## src/rtl/pipe_ctrl_pkg.sv

```systemverilog
// Shared definitions for the pipeline control registers (ID/EX, EX/MEM, MEM/WB).
// Default field widths, bundle layout offsets and the NOP control word.
package pipe_ctrl_pkg;

  localparam int DEF_WB_W  = 2;
  localparam int DEF_MEM_W = 2;
  localparam int DEF_EX_W  = 4;

  localparam int CTRL_W = DEF_WB_W + DEF_MEM_W + DEF_EX_W;

  // Bundle layout: WB in the top bits, then MEM, with EX in the low bits.
  localparam int EX_LSB  = 0;
  localparam int MEM_LSB = DEF_EX_W;
  localparam int WB_LSB  = DEF_EX_W + DEF_MEM_W;

  localparam logic [CTRL_W-1:0] NOP_CTRL = '0;

  function automatic int ctrl_width(input int wb_w, input int mem_w, input int ex_w);
    return wb_w + mem_w + ex_w;
  endfunction

endpackage

```

## src/rtl/ctrl_bubble_reg_if.sv

```systemverilog
// Control-bundle interface between the decode stage and the ID/EX control register.
// The master side is the decoder/hazard unit; the slave side is the register.
interface ctrl_bubble_reg_if
  import pipe_ctrl_pkg::*;
#(
  parameter int WB_W  = DEF_WB_W,
  parameter int MEM_W = DEF_MEM_W,
  parameter int EX_W  = DEF_EX_W,
  parameter int CNT_W = 16
);

  logic [WB_W+MEM_W+EX_W-1:0] control_i;
  logic                       valid_i;
  logic                       bubble_i;
  logic                       stall_i;
  logic                       flush_i;

  logic [WB_W-1:0]            control_WB_o;
  logic [MEM_W-1:0]           control_MEM_o;
  logic [EX_W-1:0]            control_EX_o;
  logic                       valid_o;
  logic                       bubble_pend_o;
  logic [CNT_W-1:0]           bubble_cnt_o;

  modport master (
    output control_i, valid_i, bubble_i, stall_i, flush_i,
    input  control_WB_o, control_MEM_o, control_EX_o, valid_o, bubble_pend_o, bubble_cnt_o
  );

  modport slave (
    input  control_i, valid_i, bubble_i, stall_i, flush_i,
    output control_WB_o, control_MEM_o, control_EX_o, valid_o, bubble_pend_o, bubble_cnt_o
  );

endinterface

```

## src/rtl/ctrl_bubble_reg_sat_counter.sv

```systemverilog
// Saturating up-counter for hazard statistics; holds at all-ones instead of wrapping.
module sat_counter #(
  parameter int CNT_W = 16
) (
  input  logic             clk_i,
  input  logic             rst_i,
  input  logic             inc_i,
  output logic [CNT_W-1:0] cnt_o
);

  logic [CNT_W-1:0] cnt_q;

  // NOTE: sequential state uses non-blocking assignments so every flop samples pre-edge values.
  always_ff @(posedge clk_i) begin
    if (rst_i) begin
      cnt_q <= '0;
    end else if (inc_i && (cnt_q != {CNT_W{1'b1}})) begin
      cnt_q <= cnt_q + 1'b1;
    end
  end

  assign cnt_o = cnt_q;

endmodule

```

## src/rtl/ctrl_bubble_reg.sv

```systemverilog
// ID/EX control pipeline register with bubble insertion, stall hold, flush and a
// bubble deferred behind a stall; counts inserted bubbles with a saturating counter.
module ctrl_bubble_reg
  import pipe_ctrl_pkg::*;
#(
  parameter int WB_W  = DEF_WB_W,
  parameter int MEM_W = DEF_MEM_W,
  parameter int EX_W  = DEF_EX_W,
  parameter int CNT_W = 16
) (
  input  logic             clk_i,
  input  logic             rst_i,
  ctrl_bubble_reg_if.slave bus
);

  localparam int CW      = ctrl_width(WB_W, MEM_W, EX_W);
  localparam int F_EX    = 0;
  localparam int F_MEM   = EX_W;
  localparam int F_WB    = EX_W + MEM_W;

  if ((WB_W < 1) || (MEM_W < 1) || (EX_W < 1) || (CNT_W < 1)) begin : g_bad_width
    $error("ctrl_bubble_reg: WB_W, MEM_W, EX_W and CNT_W must all be at least 1");
  end

  logic [CW-1:0]    ctrl;
  logic [WB_W-1:0]  wb_q;
  logic [MEM_W-1:0] mem_q;
  logic [EX_W-1:0]  ex_q;
  logic             valid_q;
  logic             pend_q;
  logic             take_bubble;

  assign ctrl = bus.control_i;

  // A bubble is inserted only on an unstalled, unflushed edge; a pending bubble and a
  // fresh request on the same edge collapse into one NOP.
  assign take_bubble = !bus.flush_i && !bus.stall_i && (bus.bubble_i || pend_q);

  // NOTE: reset is synchronous here, so it lives inside the clocked branch, not the sensitivity list.
  always_ff @(posedge clk_i) begin
    if (rst_i) begin
      wb_q    <= '0;
      mem_q   <= '0;
      ex_q    <= '0;
      valid_q <= 1'b0;
      pend_q  <= 1'b0;
    end else if (bus.flush_i) begin
      wb_q    <= '0;
      mem_q   <= '0;
      ex_q    <= '0;
      valid_q <= 1'b0;
      pend_q  <= 1'b0;
    end else if (bus.stall_i) begin
      if (bus.bubble_i) begin
        pend_q <= 1'b1;
      end
    end else if (take_bubble) begin
      wb_q    <= '0;
      mem_q   <= '0;
      ex_q    <= '0;
      valid_q <= 1'b0;
      pend_q  <= 1'b0;
    end else begin
      wb_q    <= ctrl[F_WB +: WB_W];
      mem_q   <= ctrl[F_MEM +: MEM_W];
      ex_q    <= ctrl[F_EX +: EX_W];
      valid_q <= bus.valid_i;
    end
  end

  sat_counter #(
    .CNT_W (CNT_W)
  ) u_bubble_cnt (
    .clk_i (clk_i),
    .rst_i (rst_i),
    .inc_i (take_bubble),
    .cnt_o (bus.bubble_cnt_o)
  );

  assign bus.control_WB_o  = wb_q;
  assign bus.control_MEM_o = mem_q;
  assign bus.control_EX_o  = ex_q;
  assign bus.valid_o       = valid_q;
  assign bus.bubble_pend_o = pend_q;

endmodule
```

## src/flat_wrapper.sv

```systemverilog
// flat-port wrapper written by rule: the top's interface ports become plain ports
module ctrl_bubble_reg_flat import pipe_ctrl_pkg::*;
#(
  parameter int WB_W  = DEF_WB_W,
  parameter int MEM_W = DEF_MEM_W,
  parameter int EX_W  = DEF_EX_W,
  parameter int CNT_W = 16
)
  (clk_i, rst_i, bus_control_i, bus_valid_i, bus_bubble_i, bus_stall_i, bus_flush_i, bus_control_WB_o, bus_control_MEM_o, bus_control_EX_o, bus_valid_o, bus_bubble_pend_o, bus_bubble_cnt_o);
  ctrl_bubble_reg_if #(.WB_W(WB_W), .MEM_W(MEM_W), .EX_W(EX_W), .CNT_W(CNT_W)) bus_i ();
  input  logic clk_i;
  input  logic rst_i;
  input wire logic [$bits(bus_i.control_i)-1:0] bus_control_i;
  input wire logic [$bits(bus_i.valid_i)-1:0] bus_valid_i;
  input wire logic [$bits(bus_i.bubble_i)-1:0] bus_bubble_i;
  input wire logic [$bits(bus_i.stall_i)-1:0] bus_stall_i;
  input wire logic [$bits(bus_i.flush_i)-1:0] bus_flush_i;
  output wire logic [$bits(bus_i.control_WB_o)-1:0] bus_control_WB_o;
  output wire logic [$bits(bus_i.control_MEM_o)-1:0] bus_control_MEM_o;
  output wire logic [$bits(bus_i.control_EX_o)-1:0] bus_control_EX_o;
  output wire logic [$bits(bus_i.valid_o)-1:0] bus_valid_o;
  output wire logic [$bits(bus_i.bubble_pend_o)-1:0] bus_bubble_pend_o;
  output wire logic [$bits(bus_i.bubble_cnt_o)-1:0] bus_bubble_cnt_o;
  assign bus_i.control_i = bus_control_i;
  assign bus_i.valid_i = bus_valid_i;
  assign bus_i.bubble_i = bus_bubble_i;
  assign bus_i.stall_i = bus_stall_i;
  assign bus_i.flush_i = bus_flush_i;
  assign bus_control_WB_o = bus_i.control_WB_o;
  assign bus_control_MEM_o = bus_i.control_MEM_o;
  assign bus_control_EX_o = bus_i.control_EX_o;
  assign bus_valid_o = bus_i.valid_o;
  assign bus_bubble_pend_o = bus_i.bubble_pend_o;
  assign bus_bubble_cnt_o = bus_i.bubble_cnt_o;
  ctrl_bubble_reg #(.WB_W(WB_W), .MEM_W(MEM_W), .EX_W(EX_W), .CNT_W(CNT_W)) u_core (.clk_i(clk_i), .rst_i(rst_i), .bus(bus_i));
endmodule
```

## config.mk

```make
export PLATFORM = sky130hd
export DESIGN_NAME = ctrl_bubble_reg_flat
export DESIGN_NICKNAME = d
export VERILOG_FILES = /design/src/rtl/pipe_ctrl_pkg.sv /design/src/rtl/ctrl_bubble_reg_if.sv /design/src/rtl/ctrl_bubble_reg_sat_counter.sv /design/src/rtl/ctrl_bubble_reg.sv /design/src/flat_wrapper.sv
export SDC_FILE = /design/constraint.sdc
export NUM_CORES = 1
export LEC_CHECK = 0
export CAP_MARGIN = 20
export CORE_UTILIZATION = 30
export DETAILED_ROUTE_END_ITERATION = 8
export HOLD_SLACK_MARGIN = 0.06
export PLACE_DENSITY_LB_ADDON = 0.15
export REMOVE_ABC_BUFFERS = 1
export SLEW_MARGIN = 0
export SYNTH_ARGS = -nofsm -noshare
export SYNTH_HDL_FRONTEND = slang
export SYNTH_SLANG_ARGS = --single-unit
```

## constraint.sdc

```tcl
create_clock -name clk_i -period 3.44 [get_ports clk_i]
set_clock_uncertainty 0.1 [all_clocks]
set_input_delay 0.688 -clock clk_i [delete_from_list [all_inputs] [get_ports clk_i]]
set_output_delay 0.688 -clock clk_i [all_outputs]
set_load 0.005 [all_outputs]
```

==> summary.txt <==
TIMING
--------------------------------------------------------------------------------
Final cycle utilization of the critical path                              0.7248
Final Critical Period                                                   2.493 ns
Max-slew violation total from the final report                                 0
Fin Setup TNS                                                               0 ns
Slew @ Worst Pin                                                       0.7852 ns
Hold violation total from the final report                                     0
Timing-limited maximum frequency                                       401.1 MHz
Final setup violating endpoints                                                0
RSZ-0062 raised after global routing                                       false
Max-slew headroom at the worst pin                                        0.4726

SYNTH
--------------------------------------------------------------------------------
Most instantiated library cell after synthesis                      sky130_fd_sc_hd__dfxtp_1
Synth cell count leaders                                            sky130_fd_sc_hd__dfxtp_1, sky130_fd_sc_hd__a21oi_1, sky130_fd_sc_hd__nor2_1
Mapped cell area                                                    0.001235 mm2
Synth area leader                                                   sky130_fd_sc_hd__dfxtp_1
Post-Synthesis Mean Instance Area                                      9.356 um2
Share of the synthesized area in the top cell type                        0.4215
Top flip-flop cell by instance count after synthesis                sky130_fd_sc_hd__dfxtp_1
Count of unique library cells instantiated by Yosys                           37
Post-synthesis register bit count                                             26
FFs w/ async S/R, synth                                                        0
Yosys Warn Count                                                               0
Syn Inst Count                                                               132
Share of synthesized area occupied by flip-flops and latches              0.4215
Top cells by area in the synthesized netlist                        sky130_fd_sc_hd__dfxtp_1, sky130_fd_sc_hd__mux2i_1, sky130_fd_sc_hd__o31ai_1, sky130_fd_sc_hd__a21oi_1, sky130_fd_sc_hd__or4_1
Post-synth EDFFs                                                               0

FINISH
--------------------------------------------------------------------------------
Core utilization of the finished layout                                   0.4483
Area growth syn-to-layout                                                 37.89%
# nets final                                                                 186
Post-route insts no fill                                                     218
Share of cells above drive strength 1                                    0.08824
Post-route standard cell area excluding fillers                     0.001703 mm2
Filler cell count in the final layout                                        357
Diodes inserted                                                                0

CTS
--------------------------------------------------------------------------------
H-tree depth                                                                   1
Post-cts repair resize count                                                   0
Clk pin slew, worst setup/hold paths                                     0.09 ns
Post-CTS setup buffer count                                                    0
Clock buffer count from CTS                                                    3
Clock tree from TritonCTS                                                   done
CTS Buffer Depth                                                               2
Clock latency at the later pin of the worst-skew pair                    0.27 ns
Root buffer cell                                                    sky130_fd_sc_hd__clkbuf_8
Number of clock sinks                                                         26
Hold_buf cts                                                                   0

SETUP PATH
--------------------------------------------------------------------------------
Critical Path Start Type                                              input port
Cell type of the slowest stage on the worst timing path             sky130_fd_sc_hd__or4_1
Chain of cells forming the critical path                            clkdlybuf4s50_1 -> nor2_1 -> nand4b_1 -> or4_1 -> a21oi_1
Required time of the worst setup path                                    3.54 ns
Critical path buffers and inverters                                            1
Number of stages on the worst setup path                                       5
Data arrival time at the worst-slack endpoint                            2.59 ns
Kind of critical path                                                  in -> reg
Slowest stage delay, CP                                                  0.63 ns
Crit-path leading delay family                                      simple AND/OR/NAND/NOR gates
Worst Path Max Fanout                                                         12
CP endpoint kind                                                            flop
Number of cell instances on the worst register-to-register path                4

PLACE
--------------------------------------------------------------------------------
Placed inst area                                                    0.001648 mm2
Number of placed cells counting well taps                                    214
Count of port buffers added during placement                                  39
Gpl congestion                                                            0.8055
Final HPWL DP                                                            2175 um

GLOBAL ROUTING
--------------------------------------------------------------------------------
Layer carrying the most global-route usage                                  met2
GR Util All Layers                                                        0.1532
Vias in the first global route                                              1159
Wire length of the first global-routing pass                             5244 um
Maximum number of pins on one net before global-route repair                  19
Total congestion overflow                                                      0
Global-route met1 utilization                                             0.1770
Number of antenna violations at the first check in global routing              0
Fraction of met2 tracks used by global routing                            0.2781
Met3 Usage GRT                                                           0.03621

POWER
--------------------------------------------------------------------------------
Net switching fraction of the power                                       0.2137
Share of power burned in the clock network                                 0.358
Net switching power                                                     118.7 uW
Power density over the cells                                        326.1 mW/mm2
Reg power frac                                                             0.555
Leakage power summed over all cells                                 0.0005653 uW
Combinational fraction of design power                                     0.087
Worst vdd ir                                                         0.0001295 V
Pint                                                                    436.6 uW

DIE
--------------------------------------------------------------------------------
Placeable core region                                               0.003799 mm2
Starting density of the core                                              0.3251
Die X-Extent                                                            66.16 um
Die area                                                            0.004377 mm2
# IOs                                                                         40
Std-Cell Rows                                                                 22
Die height                                                              66.16 um

ROUTE
--------------------------------------------------------------------------------
Final routed wire length divided by cell count                          13.33 um
Drt initial violations                                                        48
Drc violations                                                                 0
Detailed Route WL                                                        2905 um
Iteration count of the initial detailed-routing pass                           4
Via count normalized by instance count                                     5.349
Number of antenna-violating nets in the routed design                          0
Count of vias placed by the detailed router                                 1166

OUTCOME
--------------------------------------------------------------------------------
Result of the run                                                   finished clean

WORST HOLD PATH
--------------------------------------------------------------------------------
Worst min-delay path category                                         reg -> reg
Hold depth                                                                     2

JOB
--------------------------------------------------------------------------------
Number of max-cap violations                                                   0

sequential cells by signal, indices dropped and copies added (netlist names):
name	count
u_core.bus.valid_o	1
u_core.bus.control_WB_o	2
u_core.bus.bubble_pend_o	1
u_core.u_bubble_cnt.cnt_o	16
u_core.bus.control_MEM_o	2
u_core.bus.control_EX_o	4
through the flow:
stage                     hold slack [ns]  worst slack, ns  total power, uW
after floorplan                    0.3709            1.407            329.0
after global placement             0.3744           0.7730            362.7
after detailed placement           0.3829           0.6700            363.7
after CTS                          0.3973           0.9363            564.5
after global routing               0.4119           0.7781            582.3
final                              0.3926           0.9467            555.3
worst paths after layout:
| path | start | endpoint | slack, ns |
|---|---|---|---|
| max | bus_flush_i | u_core.u_bubble_cnt.cnt_o[11] | 0.95 |
| min | u_core.u_bubble_cnt.cnt_o[15] | u_core.u_bubble_cnt.cnt_o[15] | 0.39 |
| max reg2reg | u_core.u_bubble_cnt.cnt_o[5] | u_core.u_bubble_cnt.cnt_o[2] | 1.43 |
| min reg2reg | u_core.u_bubble_cnt.cnt_o[15] | u_core.u_bubble_cnt.cnt_o[15] | 0.39 |
logic make-up after synthesis:
kind of cell / synth area share
fa+ha+maj: 0.01013
flops: 0.4215
compound gates: 0.1834
mux: 0.06485
simple gates: 0.2655
buf+inv: 0.05470
layout make-up:
cell class                      instances  area [um2]  area share
Multi-Input combinational cell         95       646.9      0.3799
Sequential cell                        26       520.5      0.3057
Timing Repair Buffer                   41       405.4      0.2381
Tap cell                               48       60.06     0.03527
Clock buffer                            4       55.05     0.03233
Inverter                                4       15.01    0.008817
power groups by stage:
| stage | Clock, uW | Combinational (uW) | Sequential, uW |
|---|---|---|---|
| 5_1_grt | 220 | 53.0 | 309 |
| 2_1_floorplan | 0 | 13.9 | 315 |
| 6_report | 199 | 48.2 | 308 |
| 3_3_place_gp | 0 | 47.9 | 315 |
| 4_1_cts | 207 | 48.9 | 308 |
| 3_5_place_dp | 0 | 48.8 | 315 |
placed cells by master (no fill, tap or decap), drive strengths merged, types with 3 or more instances in the layout:
cell type / instances
nand4: 5
mux2i: 8
inv: 4
o21ai: 4
clkbuf: 4
nor2: 13
nand3: 5
nand2: 7
clkdlybuf4s50: 39
dfxtp: 26
or3: 3
o31ai: 9
a21oi: 12
or4: 9
worst reg2reg max path, cell delays in order (launching register included):
cell and delay [ns]:
sky130_fd_sc_hd__dfxtp_1 0.46, sky130_fd_sc_hd__nand4_2 0.23, sky130_fd_sc_hd__nor4_4 0.78, sky130_fd_sc_hd__o311ai_0 0.23, sky130_fd_sc_hd__o41ai_1 0.11
per-layer routing:
layer | vias to the layer above | part of all wire
met4 | 0 | 0.0093
met2 | 30 | 0.50
met5 | - | 0
met1 | 551 | 0.44
met3 | 4 | 0.050
li1 | 581 | -
Note: power is estimated with default switching activity, not from simulation.
